===== config.mk =====
export PLATFORM = sky130hd
export DESIGN_NAME = cue_sequencer_flat
export DESIGN_NICKNAME = d
export VERILOG_FILES = /design/src/rtl/cue_sequencer_if.sv /design/src/rtl/cue_sequencer.sv /design/src/flat_wrapper.sv
export SDC_FILE = /design/constraint.sdc
export NUM_CORES = 1
export LEC_CHECK = 0
export BUFFER_PORTS_ARGS = -buffer_cell sky130_fd_sc_hd__buf_4
export CORE_MARGIN = 2
export CORE_UTILIZATION = 55
export CTS_CLUSTER_DIAMETER = 50
export DETAILED_ROUTE_END_ITERATION = 12
export PLACE_DENSITY = 0.86
export SLEW_MARGIN = 20
export SYNTH_ARGS = -nofsm -noshare
export SYNTH_HDL_FRONTEND = slang
export SYNTH_SLANG_ARGS = --single-unit

===== constraint.sdc =====
create_clock -name clk -period 2.53 [get_ports clk]
set_clock_uncertainty 0.15 [all_clocks]
set_input_delay 0.253 -clock clk [delete_from_list [all_inputs] [get_ports clk]]
set_output_delay 0.253 -clock clk [all_outputs]
set_load 0.01 [all_outputs]

===== src/rtl/cue_sequencer_if.sv =====
// Cue link between the sequencer (master) and the button checker (slave).
// The master presents val with an en strobe; the checker answers with verdict pulses.
interface cue_sequencer_if;
    logic [2:0] val;
    logic       en;
    logic       check_right;
    logic       check_wrong;

    modport master (
        output val,
        output en,
        input  check_right,
        input  check_wrong
    );

    modport slave (
        input  val,
        input  en,
        output check_right,
        output check_wrong
    );
endinterface


===== src/rtl/cue_sequencer.sv =====
// Round sequencer: picks LFSR cues, times the verdict, keeps score and lives.
// Optional SPEEDUP_EN shortens the per-cue timeout after every correct answer.
module cue_sequencer #(
    parameter int         TIMEOUT_CYCLES = 50_000_000,
    parameter int         MIN_TIMEOUT    = 12_500_000,
    parameter int         STEP           = 2_500_000,
    parameter int         LIVES          = 3,
    parameter int         SCORE_W        = 8,
    parameter logic [7:0] SEED           = 8'hA5
) (
    input  logic               clk,
    input  logic               rst,
    input  logic               start,
    cue_sequencer_if.master    cue,
    output logic [SCORE_W-1:0] score,
    output logic [1:0]         lives,
    output logic               playing,
    output logic               game_over
);
    localparam int TW = $clog2(TIMEOUT_CYCLES + 1);
    localparam logic [TW-1:0]      TO_FULL    = TW'(TIMEOUT_CYCLES);
    localparam logic [SCORE_W-1:0] SCORE_MAX  = '1;
    localparam logic [1:0]         LIVES_INIT = 2'(LIVES);

`ifdef SPEEDUP_EN
    localparam bit SPEEDUP = 1'b1;
`else
    localparam bit SPEEDUP = 1'b0;
`endif

    typedef enum logic [2:0] {
        IDLE, PICK, ISSUE, WAIT, RIGHT, MISS, OVER
    } state_t;

    state_t        state;
    logic [7:0]    lfsr;
    logic [7:0]    lfsr_next;
    logic [2:0]    code;
    logic [TW-1:0] timer;
    logic [TW-1:0] cur_timeout;
    logic [TW-1:0] dec_timeout;

    assign lfsr_next = {lfsr[6:0], lfsr[7] ^ lfsr[5] ^ lfsr[4] ^ lfsr[3]};
    assign code      = (lfsr_next[2:0] == 3'd0) ? 3'd1 : lfsr_next[2:0];

    // Compared in 32 bits so the subtraction can never wrap below the floor.
    always_comb begin
        if (32'(cur_timeout) >= 32'(MIN_TIMEOUT) + 32'(STEP))
            dec_timeout = cur_timeout - TW'(STEP);
        else
            dec_timeout = TW'(MIN_TIMEOUT);
    end

    assign playing   = state inside {PICK, ISSUE, WAIT, RIGHT, MISS};
    assign game_over = (state == OVER);

    always_ff @(posedge clk or posedge rst) begin
        if (rst) begin
            state       <= IDLE;
            lfsr        <= SEED;
            timer       <= '0;
            cur_timeout <= TO_FULL;
            score       <= '0;
            lives       <= '0;
            cue.val     <= '0;
            cue.en      <= 1'b0;
        end else begin
            cue.en <= 1'b0;
            unique case (state)
                IDLE, OVER: begin
                    cue.val <= '0;
                    if (start) begin
                        score       <= '0;
                        lives       <= LIVES_INIT;
                        cur_timeout <= TO_FULL;
                        state       <= PICK;
                    end
                end
                PICK: begin
                    lfsr    <= lfsr_next;
                    cue.val <= code;
                    timer   <= cur_timeout;
                    cue.en  <= 1'b1;
                    state   <= ISSUE;
                end
                ISSUE: state <= WAIT;
                WAIT: begin
                    timer <= timer - 1'b1;
                    // Wrong dominates; a right in the expiry cycle still wins.
                    if (cue.check_wrong) begin
                        cue.val <= '0;
                        state   <= MISS;
                    end else if (cue.check_right) begin
                        cue.val <= '0;
                        state   <= RIGHT;
                    end else if (timer == TW'(1)) begin
                        cue.val <= '0;
                        state   <= MISS;
                    end
                end
                RIGHT: begin
                    if (score != SCORE_MAX)
                        score <= score + 1'b1;
                    if (SPEEDUP)
                        cur_timeout <= dec_timeout;
                    state <= PICK;
                end
                MISS: begin
                    lives <= lives - 2'd1;
                    state <= (lives == 2'd1) ? OVER : PICK;
                end
                default: state <= IDLE;
            endcase
        end
    end
endmodule

===== src/flat_wrapper.sv =====
// flat-port wrapper written by rule: the top's interface ports become plain ports
module cue_sequencer_flat 
#(
    parameter int         TIMEOUT_CYCLES = 50_000_000,
    parameter int         MIN_TIMEOUT    = 12_500_000,
    parameter int         STEP           = 2_500_000,
    parameter int         LIVES          = 3,
    parameter int         SCORE_W        = 8,
    parameter logic [7:0] SEED           = 8'hA5
)
  (clk, rst, start, score, lives, playing, game_over, cue_val, cue_en, cue_check_right, cue_check_wrong);
  cue_sequencer_if cue_i ();
  input  logic clk;
  input  logic rst;
  input  logic start;
  output logic [SCORE_W-1:0] score;
  output logic [1:0] lives;
  output logic playing;
  output logic game_over;
  output wire logic [$bits(cue_i.val)-1:0] cue_val;
  output wire logic [$bits(cue_i.en)-1:0] cue_en;
  input wire logic [$bits(cue_i.check_right)-1:0] cue_check_right;
  input wire logic [$bits(cue_i.check_wrong)-1:0] cue_check_wrong;
  assign cue_val = cue_i.val;
  assign cue_en = cue_i.en;
  assign cue_i.check_right = cue_check_right;
  assign cue_i.check_wrong = cue_check_wrong;
  cue_sequencer #(.TIMEOUT_CYCLES(TIMEOUT_CYCLES), .MIN_TIMEOUT(MIN_TIMEOUT), .STEP(STEP), .LIVES(LIVES), .SCORE_W(SCORE_W), .SEED(SEED)) u_core (.clk(clk), .rst(rst), .start(start), .cue(cue_i), .score(score), .lives(lives), .playing(playing), .game_over(game_over));
endmodule

# After elaboration in Yosys (flattened, before gate mapping)
# Cells that the tools add are included.
# op_classes
muxes	18
n_bitwise	3
n_addsub	3
reduce_logical	12
eq_ne	12
# ops
op	n
$pmux 26 s2	1
$mux 3	9
$eq 26x1->1 const B	1
$sub 26x1->26 const B	1
$pmux 3 s6	1
$mux 8	2
$pmux 8 s2	1
$eq 3x3->1 const B	3
$pmux 3 s3	1
$add 8x1->8 const B	1
$ne 8x8->1 const B	1
$eq 3x2->1 const B	2
$logic_not 3->1	2
$reduce_and 2->1	3
$reduce_bool 2->1	3
$reduce_bool 5->1	1
$ne 2x2->1 const B	2
$ne 4x4->1 const B	1
$pmux 2 s2	1
$eq 3x1->1 const B	1
$reduce_and 3->1	1
$reduce_bool 3->1	1
$xor 1x1->1	3
$eq 2x1->1 const B	1
4 further kinds	4
# totals
output_inout_bits	16
word_cells	55
in_bits	5
ff_bits	51

# Depth between registers and ports, before layout
# Gate-level depths: netlist of the first run.
# depth
ltp_word	6
ltp_mapped	8
mapped_depth_nobuf	5

# Worst setup path after synthesis of the first run
# No wires, ideal clock.
# synth_path
path_kind	reg-to-reg
startpoint	register u_core.timer[8]
endpoint	register u_core.cue.val[2]
stages_incl_launch_ff	5
t_required_ns	2.254
setup_slack_ns	0.301
synth_period_minus_slack_ns	2.229
setup_ns	0.126
arrival_time_ns	1.953
path_buffers	0
cell_sequence	dfrtp_1 -> or4_4 -> nor4_2 -> nand4_2 -> a221o_1
# synth_via
elab_chain_cells	3
# synth_rtl
item	line	text
start, declared	cue_sequencer.sv:39	logic [TW-1:0] timer;
start signal, assigned	cue_sequencer.sv:82	timer <= cur_timeout;
start signal, assigned	cue_sequencer.sv:88	timer <= timer - 1'b1;
$eq 26x1->1	cue_sequencer.sv:96	end else if (timer == TW'(1)) begin
$ne 4x4->1 (no line)	--	
$reduce_and 2->1 (no line)	--	
end signal, assigned	cue_sequencer.sv:81	cue.val <= code;
end, declared	cue_sequencer_if.sv:10	output val,
# Every way passes these cells.
# A chain may end at the register's enable or synchronous reset.

# Worst setup path after layout of the first run
# layout_path
startpoint	register u_core.timer[4]
endpoint	register u_core.timer[18]
# layout_via
elab_chain_cells	2
# layout_rtl
item	line	text
$sub 26x1->26	cue_sequencer.sv:88	
$pmux 26 s2	cue_sequencer.sv:69	unique case (state)
# Every way passes these cells.

==> results_dict.tcl, run 1 <==
set metrics [dict create \
    place_area_um2 3090 \
    io_buffer_count 20 \
    finalSetupViolCount 0 \
    hold_path_class "primary input to flop" \
    period_share_pct 91.75 \
    ys_ff_latch 51 \
    cts_max_level 2 \
    postCtsSetupBuffers 0 \
    min_period_ns 2.321 \
    tightest_slew_ns 0.5812 \
    maxSlewViolCount 0 \
    grt_pass1_wl_um 9439 \
    syn_area_um2 2816 \
    layout.cells.non_filler 408 \
    clockBufferDepth 2 \
    grt_usage_pct 21.45 \
    ys_seq_area_share_pct 45.49 \
    post_synth.cell_area_avg_um2 9.085 \
    clockRootBuffer "clkbuf_8" \
    cts_resized 0 \
    critical_path_depth 4 \
    die-area_um2 5709 \
    overflow 0 \
    crit_slowest_cell "or4_4" \
    ff2ff_path_depth 4 \
    path_max_fanout 12 \
    cp.required_ns 2.59 \
    synthTopCellsByArea "dfrtp_1 (42%), nand2_1 (6.1%), o21ai_0 (4.1%)" \
    ys_async_sr_fraction_pct 100.0 \
    power_leakage_uw 0.001363 \
    viasPerCell 6.005 \
    final_area_um2 3196 \
    cp-startpoint "u_core.timer[4]" \
    wl_per_cell_um 14.58 \
    worst_setup_path_end_kind "flop" \
    path_clk_slew_ns 0.09 \
    hold_slack_ns 0.08801 \
    std_cell_rows 26 \
    start_util_pct 56.22 \
    max_freq_ghz 0.4308 \
    status "complete, no violations" \
    vias 2450 \
    clock-sinks 51 \
    drive_gt1_share_pct 17.16 \
    synth_flop_cell "dfrtp_1" \
    hold_violations 0 \
    yosysUniqueCellTypes 53 \
    crit_path_end "u_core.timer[18]" \
    dp_cells 399 \
    die_w_um 75.56 \
    grt_pass1_vias 2056 \
    preCtsSetupSlack_ns 0.2332 \
    critPathMaxStageDelay_ns 0.60 \
    die_height_um 75.56 \
    postRouteAntennaNets 0 \
    place.gp.congestion 0.8500 \
    synth_top_area_share_pct 41.76 \
    antenna_found_initial 0 \
    cp_data_arrival_time_ns 2.38 \
    slew_headroom_pct 60.84 \
    wl_um 5947 \
    syn_to_final_growth_pct 13.46 \
    design.core.area_um2 5010 \
    timing.critical_path.buf_inv 0 \
    criticalPathCategory "flop to flop" \
    post-dp-hpwl_um 4132 \
    setup_tns_ns 0 \
    diodes 0 \
    drt-initial-drc-count 135 \
    fin_ws_ns 0.2086 \
    cts_tree "built" \
    cts_buffers 5 \
    path_delay_family "simple AND/OR/NAND/NOR gates" \
    path_cells "or4_4 -> or3_4 -> or4_1 -> a21oi_1" \
    final_nets 346 \
    rsz0062_at_grt "false" \
    regToRegSetupSlack_ns 0.21 \
    synth-edff-count 0 \
    grt_max_degree 29 \
    syn_nets 319 \
    startpoint_type "flop" \
    r2r_start "u_core.timer[4]" \
    timing.rr.end "u_core.timer[18]" \
    drc 0 \
    pin_count 21 \
    syn_inst 310 \
    power_density_nw_per_um2 932.4 \
    drtPass1Iterations 4 \
    ir_drop_v 0.0007563 \
    yosys.area.top_type "dfrtp_1" \
    yosys_warnings 0 \
    maxCapViolCount 0 \
    clk_latency_ns 0.30 \
]
[flip-flops by register name (all words and copies together), names as in the netlist]
signal,count
u_core.state,3
u_core.cue.val,3
u_core.score,8
u_core.timer,26
u_core.cue.en,1
u_core.lfsr,8
u_core.lives,2
[tightest hold or removal path, cell delays in order]
cell	delay, ns
buf_4	0.10
nand2b_1	0.07
o311ai_0	0.08
[cell usage after synthesis (6+ instances only)]
cell type and instances:
dfrtp_1 47, nand2_1 46, nor2_1 26, o21ai_0 23
clkbuf_1 12, nand3_1 11, a21oi_1 9, nor3_1 8
inv_1 7, a31oi_1 6, o31ai_1 6, or3_1 6
or4_1 6, xnor2_1 6
[cell type report]
| class | count | area (um2) |
|---|---|---|
| Fill cell | 423 | 1814 |
| Multi-Input combinational cell | 237 | 1444 |
| Sequential cell | 51 | 1281 |
| Timing Repair Buffer | 34 | 257.7 |
| Tap cell | 70 | 87.58 |
| Clock buffer | 7 | 86.33 |
| Inverter | 8 | 30.03 |
| Clock inverter | 1 | 8.758 |
[cell families (layout without fill, tap and decap cells)]
| group | after synthesis | after routing | share of synthesized area, % |
|---|---|---|---|
| compound gates | 68 | 68 | 15.77 |
| fa+ha+maj | 4 | 4 | 1.777 |
| flops | 51 | 51 | 45.49 |
| xor+xnor | 11 | 11 | 3.421 |
| buf+inv | 22 | 50 | 3.243 |
| simple gates | 151 | 151 | 29.23 |
| mux | 3 | 3 | 1.066 |
[per-stage QoR]
| stage | utilization, % | total power, uW |
|---|---|---|
| after floorplan | - | 2055 |
| after global placement | 61.69 | 2434 |
| after detailed placement | 61.69 | 2479 |
| after CTS | 63.79 | 2977 |
| after global routing | 63.79 | 3191 |
| final | 63.79 | 2980 |
[where the power goes]
group	internal, uW	leakage (uW)	switching [uW]
registers	966	0.000613	179
logic	542	0.000701	805
clock network	224	0.0000484	263
total	1730	0.00136	1250
[cells in the final DEF, fill, tap and decap left out, types with 4 or more instances in the layout]
| master | n |
|---|---|
| or4_1 | 6 |
| clkbuf_8 | 6 |
| o21ai_0 | 23 |
| buf_4 | 33 |
| a31oi_1 | 6 |
| nor3_1 | 8 |
| dfrtp_1 | 47 |
| nand3_1 | 11 |
| nand2b_1 | 5 |
| nor2_1 | 26 |
| dfstp_2 | 4 |
| and4_1 | 5 |
| or3_1 | 6 |
| nand4_1 | 4 |
| nor2b_1 | 4 |
| xor2_1 | 5 |
| nand2_1 | 46 |
| o31ai_1 | 6 |
| xnor2_1 | 6 |
| inv_1 | 6 |
| ha_1 | 4 |
| nor4_1 | 5 |
| or4_4 | 4 |
| a21oi_1 | 9 |
[timing repair]
item / in CTS / in global routing
hold buffers: 1 / 0
setup endpoints to repair: 0 / 0
hold endpoints to repair: 47 / 0
[how the worst min path moves through the flow]
stage	startpoint	endpoint	slack [ns]	cells after the start
after detailed placement	rst	u_core.score[1]	0.18	3
final	start	u_core.state[0]	0.09	3
after CTS	start	u_core.state[0]	0.08	3
after global routing	start	u_core.state[0]	0.1	3
after global placement	rst	u_core.score[2]	0.19	3
after floorplan	start	u_core.state[0]	0.26	2
[metal layers]
layer | wire [um] | global-route usage [%]
met4 | 112 | 7.018
met1 | 2742 | 30.24
met5 | 0 | 0
met2 | 2854 | 33.62
met3 | 238 | 4.101
No activity file was read; power rests on OpenSTA's default activity.
==> run 2, diff against run 1 <==
ABC_AREA = 1   (was not set)
REMOVE_ABC_BUFFERS = 1   (was not set)
==> run 2 against run 1 <==
Effect of this change: non-clock buffer count is 10 lower; final cell count increased by 17%; sequential cell count stayed put; utilization fell by 0.37 points; critical path type unchanged; largest power group unchanged; highest routed layer unchanged.
==> results_dict.tcl, run 2 <==
set metrics [dict create \
    yosysMostFrequentCell "nand2_1" \
    hold_path_class "primary input to flop" \
    postCtsSetupBuffers 0 \
    maxSlewViolCount 0 \
    cp.required_ns 2.64 \
    r2r_start "u_core.state[2]" \
    drive_gt1_share_pct 11.76 \
    ys_seq_area_share_pct 45.49 \
    post-dp-hpwl_um 4415 \
    synth_top_family_by_area "simple AND/OR/NAND/NOR gates" \
    grt_pass1_vias 2364 \
    design.core.area_um2 5010 \
    hp-start "start" \
    io_buffer_count 20 \
    grt_pass1_wl_um 10470 \
    synthSimpleGateAreaFrac_pct 32.87 \
    die-area_um2 5709 \
    status "complete, no violations" \
    pin_count 21 \
    period_share_pct 78.51 \
    clk_latency_ns 0.31 \
    hold_violations 0 \
    tightest_slew_ns 0.6824 \
    wl_um 6037 \
    synth_top_area_share_pct 41.76 \
    finalSetupViolCount 0 \
    synth-edff-count 0 \
    synth_compound_area_share_pct 8.752 \
    path_cells "nor2_4 -> nand2_1 -> inv_1 -> o21ai_0 -> o211ai_1 -> nand2_1 -> inv_1" \
    setup_tns_ns 0 \
    fin_ws_ns 0.5436 \
    die_w_um 75.56 \
    min_period_ns 1.986 \
    cts_tree "built" \
    post_synth.cell_area_avg_um2 7.412 \
    ys_async_sr_fraction_pct 100.0 \
    rsz0062_at_grt "false" \
    syn_inst 380 \
    yosys.area_share.adder_pct 1.777 \
    syn_area_um2 2816 \
    clockBufferDepth 2 \
    drt-initial-drc-count 146 \
    path_clk_slew_ns 0.09 \
    netlist_top_cells_count "nand2_1 (104), nor2_1 (52), inv_1 (51)" \
    diodes 0 \
    critPathMaxStageDelay_ns 0.48 \
    regMostFlops "u_core.timer" \
    viasPerCell 5.360 \
    place.gp.congestion 0.9411 \
    synth_flop_cell "dfrtp_1" \
    crit_slowest_cell "dfrtp_1" \
    cts_max_level 2 \
    final_common_cell "nand2_1" \
    synthTopCellsByArea "dfrtp_1 (42%), nand2_1 (14%), nor2_1 (6.9%)" \
    maxCapViolCount 0 \
    largest_reg_flops 26 \
    cp_data_arrival_time_ns 2.09 \
    synth_xor_area_share_pct 3.110 \
    clock-sinks 51 \
    syn_to_final_growth_pct 12.79 \
    ir_drop_v 0.0004781 \
    criticalPathCategory "flop to flop" \
    yosys.area.top_type "dfrtp_1" \
    yosys_warnings 0 \
    slew_headroom_pct 54.46 \
    cp-startpoint "u_core.state[2]" \
    std_cell_rows 26 \
    grt_usage_pct 23.88 \
    drc 0 \
    muxShareOfSynthArea_pct 0 \
    power_density_nw_per_um2 887.0 \
    worst_setup_path_end_kind "flop" \
    postRouteAntennaNets 0 \
    preCtsSetupSlack_ns 0.5512 \
    start_util_pct 56.22 \
    reg_top3 "u_core.timer: 26 flops, u_core.lfsr: 8 flops, u_core.score: 8 flops" \
    nFillCells 453 \
    cts_buffers 5 \
    max_freq_ghz 0.5034 \
    vias 2562 \
    power_leakage_uw 0.001596 \
    antenna_found_initial 0 \
    clockRootBuffer "clkbuf_8" \
    grt_max_degree 31 \
    overflow 0 \
    die_height_um 75.56 \
    startpoint_type "flop" \
    yosysUniqueCellTypes 29 \
    layout.cells.most_common_list "nand2_1 (104), nor2_1 (52), inv_1 (50)" \
    wl_per_cell_um 12.63 \
    drtPass1Iterations 6 \
    ys_ff_latch 51 \
    final_nets 416 \
    cts_resized 0 \
    path_max_fanout 17 \
]
## run 2: cell type report
cell class / instances / area [um2] / area share (%)
flip-flops and latches: 51 / 1281 / 40.33
clock inverters: 3 / 43.79 / 1.378
well taps: 70 / 87.58 / 2.757
multi-input cells: 271 / 1310 / 41.24
inverters: 54 / 202.7 / 6.380
repair buffers: 24 / 182.7 / 5.750
clock buffers: 5 / 68.82 / 2.166
## run 2: metrics by stage
stage               total power [uW]  util [%]  hold WS (ns)  cell area (um2)  cells
floorplan                       1893         -        0.2940             2794    376
global placement                2195     60.96        0.2248             3054    469
finish                          2818     63.41        0.1215             3177    478
CTS                             2820     63.41        0.1146             3177    478
detailed placement              2231     60.96        0.2296             3054    469
global route                    3040     63.41        0.1444             3177    478
## run 2: cells by family after synthesis
kind of cell               Yosys count
and+or+nand+nor                    212
buffers and inverters               58
DFF                                 51
AOI/OAI and AO/OA                   45
xor gates and xnor gates            10
adders and majority gates            4
## run 2: path summary, 6_finish.rpt
check                                    to  slack [ns]  cells after the start
min reg2reg                  u_core.lfsr[2]        0.32                      2
min in group asynchronous   u_core.timer[0]        0.42                      3
max                         u_core.state[0]        0.54                      7
max in group asynchronous  u_core.timer[18]        1.20                      4
max reg2reg                 u_core.state[0]        0.54                      7
min                         u_core.lives[1]        0.12                      4
## run 2: timing repair
action | 4_1_cts | 5_1_grt
hold buffers | 1 | 0
hold endpoints to repair | 24 | 0
setup endpoints to repair | 0 | 0
## run 2: report_power, final
group	switching, uW	leakage (uW)	total [uW]	internal (uW)
registers	140	0.000617	1090	953
clock network	288	0.0000581	583	295
logic	767	0.000921	1140	375
total	1200	0.00160	2820	1620
## run 2: worst max-delay path, delay by kind of cell, from the launching register on
family	cells	cell delay [ns]
AND/OR/NAND/NOR	3	0.72
flip-flops	1	0.48
buffers and inverters	2	0.31
AO/OA/AOI/OAI	2	0.26
## run 2: metal layers
metal  track usage [%]  share of wire, %
met4             7.212               1.7
met2             39.81                49
met5                 0                 0
met1             31.99                43
met3             4.233               6.3
